File: src/rtl/fwd_hazard_unit.sv
// fwd_hazard_unit: forwarding and hazard detection for the pipelined rv32i core.
// A shadow scoreboard holds one entry per post-decode stage (slot 0 = EX,
// slot 1 = MEM, slot 2 = WB). For the instruction in ID the unit raises a
// combinational stall on load-use / outstanding-load hazards. It also registers
// per-source forwarding selects, so they are valid when that instruction sits in EX.
// Optional feature: define FWD_PERF_CNT_EN to build the saturating stall counter.
// Without it, stall_count is tied to zero.
module fwd_hazard_unit #(
  parameter int DEPTH = 3,
  parameter int NSRC  = 2,
  parameter int REGW  = 5,
  parameter int CNTW  = 32
) (
  input  logic                                  clk,
  input  logic                                  rst,
  input  logic                                  id_valid,
  input  logic [NSRC*REGW-1:0]                  id_rs,
  input  logic [NSRC-1:0]                       id_rs_used,
  input  logic [REGW-1:0]                       id_rd,
  input  logic                                  id_wr_reg,
  input  logic                                  id_is_load,
  input  logic                                  mem_resp,
  input  logic                                  pipe_hold,
  input  logic                                  flush,
  output logic                                  stall_id,
  output logic [NSRC*$clog2(DEPTH+1)-1:0]       fwd_sel,
  output logic [CNTW-1:0]                       stall_count
);

  localparam int SELW = $clog2(DEPTH+1);

  // Scoreboard slots, index 0 is the youngest producer.
  logic [DEPTH-1:0] slot_valid_r;
  logic [DEPTH-1:0] slot_wr_r;
  logic [DEPTH-1:0] slot_load_r;
  logic [DEPTH-1:0] slot_ready_r;
  logic [REGW-1:0]  slot_rd_r [DEPTH];

  logic [NSRC-1:0]      hazard_s;
  logic [NSRC*SELW-1:0] sel_s;
  logic                 stall_s;
  logic                 issue_s;

  // A slot produces rs when it holds a valid register writer of that index.
  // Writes to x0 are never a dependency.
  function automatic logic slot_hit(input logic v, input logic wr,
                                    input logic [REGW-1:0] rd,
                                    input logic [REGW-1:0] rs);
    return v & wr & (rd == rs) & (rs != {REGW{1'b0}});
  endfunction

  // A load's data becomes available in MEM: in slot 1 the same-cycle
  // response counts. Beyond slot 1 every entry is ready.
  function automatic logic slot_is_ready(input int k, input logic is_load,
                                         input logic rdy, input logic resp);
    logic r;
    if (k >= 2) begin
      r = 1'b1;
    end else if (k == 1) begin
      r = ~is_load | rdy | resp;
    end else begin
      r = ~is_load | rdy;
    end
    return r;
  endfunction

  // Per source: find the youngest matching producer, its readiness and the
  // forwarding select it implies once the consumer reaches EX.
  always_comb begin
    hazard_s = {NSRC{1'b0}};
    sel_s    = {(NSRC*SELW){1'b0}};
    for (int i = 0; i < NSRC; i++) begin
      // Walk oldest to youngest so the youngest match is written last.
      for (int k = DEPTH-1; k >= 0; k--) begin
        if (id_rs_used[i] &&
            slot_hit(slot_valid_r[k], slot_wr_r[k], slot_rd_r[k], id_rs[i*REGW +: REGW])) begin
          hazard_s[i] = ~slot_is_ready(k, slot_load_r[k], slot_ready_r[k], mem_resp);
          sel_s[i*SELW +: SELW] = (k + 1 <= DEPTH - 1) ? SELW'(k + 1) : {SELW{1'b0}};
        end else begin
          hazard_s[i] = hazard_s[i];
          sel_s[i*SELW +: SELW] = sel_s[i*SELW +: SELW];
        end
      end
    end
    stall_s = ~rst & id_valid & ~flush & (|hazard_s);
    issue_s = id_valid & ~stall_s & ~flush;
  end

  assign stall_id = stall_s;

  // Scoreboard shift, ID issue into slot 0 and registered forwarding selects.
  always_ff @(posedge clk) begin
    if (rst) begin
      slot_valid_r <= {DEPTH{1'b0}};
      slot_wr_r    <= {DEPTH{1'b0}};
      slot_load_r  <= {DEPTH{1'b0}};
      slot_ready_r <= {DEPTH{1'b0}};
      for (int k = 0; k < DEPTH; k++) begin
        slot_rd_r[k] <= {REGW{1'b0}};
      end
      fwd_sel <= {(NSRC*SELW){1'b0}};
    end else if (!pipe_hold) begin
      for (int k = DEPTH-1; k >= 1; k--) begin
        slot_valid_r[k] <= slot_valid_r[k-1];
        slot_wr_r[k]    <= slot_wr_r[k-1];
        slot_load_r[k]  <= slot_load_r[k-1];
        slot_rd_r[k]    <= slot_rd_r[k-1];
        // Anything leaving MEM is complete, even a load whose response never came.
        slot_ready_r[k] <= (k >= 2) ? 1'b1 : slot_ready_r[k-1];
      end
      slot_valid_r[0] <= issue_s;
      slot_wr_r[0]    <= id_wr_reg;
      slot_load_r[0]  <= id_is_load;
      slot_rd_r[0]    <= id_rd;
      slot_ready_r[0] <= ~id_is_load;
      fwd_sel         <= issue_s ? sel_s : {(NSRC*SELW){1'b0}};
    end else begin
      // Frozen pipe: a response still completes the load waiting in MEM.
      if (mem_resp && slot_valid_r[1] && slot_load_r[1]) begin
        slot_ready_r[1] <= 1'b1;
      end else begin
        slot_ready_r[1] <= slot_ready_r[1];
      end
    end
  end

`ifdef FWD_PERF_CNT_EN
  logic [CNTW-1:0] stall_count_r;

  // Count stall cycles that actually inject a bubble; saturate at all-ones.
  always_ff @(posedge clk) begin
    if (rst) begin
      stall_count_r <= {CNTW{1'b0}};
    end else if (stall_s && !pipe_hold && (stall_count_r != {CNTW{1'b1}})) begin
      stall_count_r <= stall_count_r + {{(CNTW-1){1'b0}}, 1'b1};
    end else begin
      stall_count_r <= stall_count_r;
    end
  end

  assign stall_count = stall_count_r;
`else
  assign stall_count = {CNTW{1'b0}};
`endif

endmodule
File: config.mk
export PLATFORM = sky130hd
export DESIGN_NAME = fwd_hazard_unit
export DESIGN_NICKNAME = d
export VERILOG_FILES = /design/src/rtl/fwd_hazard_unit.sv
export SDC_FILE = /design/constraint.sdc
export NUM_CORES = 1
export LEC_CHECK = 0
export ABC_AREA = 0
export BUFFER_PORTS_ARGS = -buffer_cell sky130_fd_sc_hd__buf_2
export CORE_UTILIZATION = 35
export DETAILED_ROUTE_END_ITERATION = 8
export GPL_TIMING_DRIVEN = 0
export PLACE_DENSITY = 0.71
export SYNTH_ARGS = -nofsm -noshare
export SYNTH_HDL_FRONTEND = slang
export SYNTH_SLANG_ARGS = --single-unit
File: constraint.sdc
create_clock -name clk -period 2.53 [get_ports clk]
set_clock_uncertainty 0.05 [all_clocks]
set_input_delay 0.506 -clock clk [delete_from_list [all_inputs] [get_ports clk]]
set_output_delay 0.506 -clock clk [all_outputs]
set_load 0.01 [all_outputs]
After elaboration in Yosys (flattened, before gate mapping). Memory sizes are Yosys's and may differ from the RTL's. Index checks and enable logic that the tools add are counted.

ROM bits: 0. Bits of input ports: 25. RAM bits: 15. Latch bits: 0. Output and inout bits: 37. Memories: 1. Logic and storage cells: 90. Bits in registers: 14.

Divide/modulo/power cells: 0. Bitwise operators: 38. Shift operators: 0. $mul: 0. Equal/unequal tests: 7. Reductions and logical operators: 11. $lt $le $gt $ge: 0. $add $sub $neg: 0. Muxes and demuxes: 27.

Memory list: slot_rd_r (depth 3, bits a word 5, rd ports 3, clocked after memory_dff 0, write ports 3, line 37) `logic [REGW-1:0] slot_rd_r [DEPTH];`.

Operator list (number): equality test 5 bit (6); bitwise AND 1 bit (20); two-way mux 1 bit (19); two-way mux 5 bit (3); inverter 1 bit (12); nonzero test 5 bit (2); logical AND 1 bit (8); two-way mux 2 bit (4); OR 1 bit (6); two-way mux 4 bit (1); inequality test 2 x 1 -> 1 bit, second input constant (1); OR reduction 2 bit (1).

Depth between registers and ports, before layout. An unclocked memory read counts as a cell.

Word-level depth: 16. Depth in mapped cells: 6. Gate-level depth less buffers: 6.

Worst setup path after synthesis. OpenSTA, ideal clock, no wires.

Kind: input to output. From: input port id_rs[1]. To: output port stall_id. Cell stages on the path: 6. Arrival: 2.232 ns. Path slack: -0.258 ns. Cell sequence: or4_1 o21ai_2 nor4_1 or4_1 a21oi_1 o21a_1.

Cells in the longest elaborated chain, start to end: 9. Elaborated cells on any way between the ends: 18.

Ends and longest elaborated chain: from (decl) (line 17) `input logic [NSRC*REGW-1:0] id_rs,`; equality test 5 bit (line 49) `return v & wr & (rd == rs) & (rs != {REGW{1'b0}});`; bitwise AND 1 bit (2 in series) (line 49); logical AND 1 bit (line 75) `if (id_rs_used[i] &&`; two-way mux 1 bit (2 in series) (line 75); two-way mux 1 bit * (line 75); OR reduction 2 bit * (line 85) `stall_s = ~rst & id_valid & ~flush & (|hazard_s);`; bitwise AND 1 bit * (line 85); to (decl) (line 25) `output logic stall_id,`.

Mark *: on every way between the ends. The rest lies on a longest branch, timed or not.

Final worst setup path.
From: input port id_rs[9]. To: output port stall_id.

The elaborated chain is that of the path after synthesis.

==> metrics.md <==
| Metric | Value |
|---|---|
| Status | `finished, violations left` |
| Failing checks | `negative setup slack` |
| Yosys warns | `0` |
| Most numerous cell in the Yosys netlist | `buf_4` |
| Drc violations | `0` |
| Port Buffer Count | `28` |
| Leakage | `0.833 nW` |
| Cell count after synthesis | `146` |
| Synth async-reset ratio | `0%` |
| Area of the core | `3720 um2` |
| Global-route wire length before repair | `4090 um` |
| Fill cells | `353` |
| GP Congestion | `0.902` |
| Post-synth top area share | `21.7%` |
| Sum Neg Setup Slack | `-0.342 ns` |
| F_max | `348 MHz` |
| Final Instance Area | `1850 um2` |
| Final Max Slew Viols | `0` |
| Die Footprint | `4210 um2` |
| Final WL | `2500 um` |
| # setup viols final | `1` |
| Clk Latency, worst-skew pair | `0.26 ns` |
| Maximum clock path buffer count | `2` |
| Synth cell count leaders | `buf_4 (32), xnor2_1 (20), dfxtp_1 (12)` |
| Number of nets in the layout | `240` |
| Sequential fraction of the synthesis area | `39.0%` |
| Unrepaired setup endpoints after global routing | `yes` |
| Vias/cell | `4.13` |
| Tot Pwr | `0.824 mW` |
| CP Capture Type | `output port` |
| Post-CTS Hold Fix Bufs | `0` |
| CTS sink count | `22` |
| Mapped Area | `1390 um2` |
| Fin crit period | `2.87 ns` |
| Initial antenna violation count | `0` |
| First DRT Iteration DRCs | `26` |
| Largest net degree at the start of global routing | `13` |
| Mean Syn Cell Area | `9.49 um2` |
| Initial core utilization | `37.3%` |
| Leading area contributor after synthesis | `edfxtp_1` |
| Num CTS Buffers | `3` |
| Critical path type | `in -> out` |
| Final worst slack | `-0.342 ns` |
| CTS Root Buffer Type | `clkbuf_8` |
| Layout cells sized above 1 | `36.4%` |
| Grt total ovfl | `0` |
| Vias in the first global route | `934` |
| Placed Area | `1720 um2` |
| DR pass1 iterations | `4` |
| WL/cell | `9.52 um` |
| Io pins | `62` |
| Most common flop cell mapped by yosys | `dfxtp_1` |
| Final Hold Fails | `0` |
| Fin crit share | `114%` |
| Die X | `64.9 um` |
| H-tree levels | `1` |
| Hold WS | `0.403 ns` |
| Via Count | `1083` |
| Dpl hpwl | `2020 um` |
| Hold WC Path Type | `reg -> reg` |
| Antenna cells | `0` |
| CTS clock-pin slew for the worst setup and hold paths | `0.08 ns` |
| FF+latch count, synth | `22` |
| Peak VDD IR | `295 uV` |
| Area contributors post-synth | `edfxtp_1 (22%), dfxtp_1 (17%), buf_4 (17%)` |
| Crit path launch type | `primary input` |
| Total Routing Usage GR | `12.7%` |
| Layout Area Growth over Synthesis | `33.4%` |
| # Max-Cap Violations | `0` |
| CTS tree | `built` |
| CP arrival | `2.32 ns` |
| Rows | `22` |
| Yosys cell types | `34` |
| Antenna-violating nets left | `0` |
| Req. time, crit path | `1.97 ns` |
| Crit Path Max Fanout | `2` |
| Die Ht | `64.9 um` |
| Number of synthesized flops with an enable pin | `10` |
| PwrDens | `446 nW/um2` |
-- critical path, stage by stage --
cell     delay [ns]
buf_8          0.10
or4_4          0.54
o21ai_4        0.17
or3_4          0.13
or4b_4         0.48
a21oi_4        0.15
o21a_1         0.12
buf_2          0.12
-- sequential cells by signal, summed over array words and instances (netlist names) --
name,flops
fwd_sel,4
slot_load_r,2
slot_rd_r,10
slot_ready_r,2
slot_valid_r,2
slot_wr_r,2
-- report_power, final --
part	total, mW	internal, mW	switching (mW)
registers	0.407	0.391	0.0166
clock network	0.253	0.139	0.114
logic	0.164	0.0895	0.0745
total	0.824	0.619	0.205
-- area by class of cell --
type	instances	area, um2	area share, %
Sequential cell	22	541	29.2
Multi-Input combinational cell	119	743	40.2
Inverter	1	3.75	0.203
Buffer	35	251	13.6
Tap cell	48	60.1	3.25
Timing Repair Buffer	33	194	10.5
Clock buffer	4	55.1	2.98
-- cell families (layout without fill, tap and decap cells) --
family          after synthesis  count (layout)  share of synthesized area [%]
flops                        22              22                           39.0
other cells                   1              32                          0.271
xor+xnor                     20              20                           12.6
buf+inv                      36              73                           18.4
mux                           4               4                           2.89
compound gates               14              14                           6.87
simple gates                 49              49                           19.9
-- per-stage QoR --
stage                     instances  worst slack [ns]  util, %
after floorplan                 177            -0.140        -
after global placement          253            -0.457     46.2
after detailed placement        253            -0.448     46.2
after CTS                       262            -0.312     49.5
after global routing            262            -0.412     49.7
final                           262            -0.342     49.7
-- timing repair --
item | in CTS | in global routing
buffers inserted | 5 | 0
pin swaps | 4 | 0
endpoints found under the setup margin | 1 | 1
resized for setup | 9 | 1
cloned | 0 | 0
-- cells in the final DEF, fill, tap and decap left out, types with 4 or more instances in the layout --
| master | count |
|---|---|
| and2_1 | 10 |
| buf_2 | 26 |
| buf_4 | 37 |
| clkbuf_8 | 4 |
| conb_1 | 32 |
| dfxtp_1 | 12 |
| edfxtp_1 | 10 |
| mux2i_1 | 4 |
| nand2_1 | 6 |
| nand3_1 | 4 |
| nor2_1 | 9 |
| xnor2_1 | 20 |
-- worst paths after layout --
check	from	to	slack, ns	depth (start not counted)
max reg2reg	slot_rd_r[0][0]$_SDFFCE_PN0P_	fwd_sel[0]$_SDFFE_PP0N_	0.36	7
max	id_rs[9]	stall_id	-0.34	8
min reg2reg	fwd_sel[2]$_SDFFE_PP0N_	fwd_sel[2]$_SDFFE_PP0N_	0.40	2
min	fwd_sel[2]$_SDFFE_PP0N_	fwd_sel[2]$_SDFFE_PP0N_	0.40	2
-- routing by layer --
layer | GRT usage (%) | up-vias | wire length, um
li1 | - | 570 | -
met1 | 14.3 | 466 | 1020
met2 | 21.9 | 43 | 1240
met3 | 4.93 | 4 | 207
met4 | 3.33 | 0 | 25
met5 | 0 | - | 0
No activity file was read; power rests on OpenSTA's default activity.
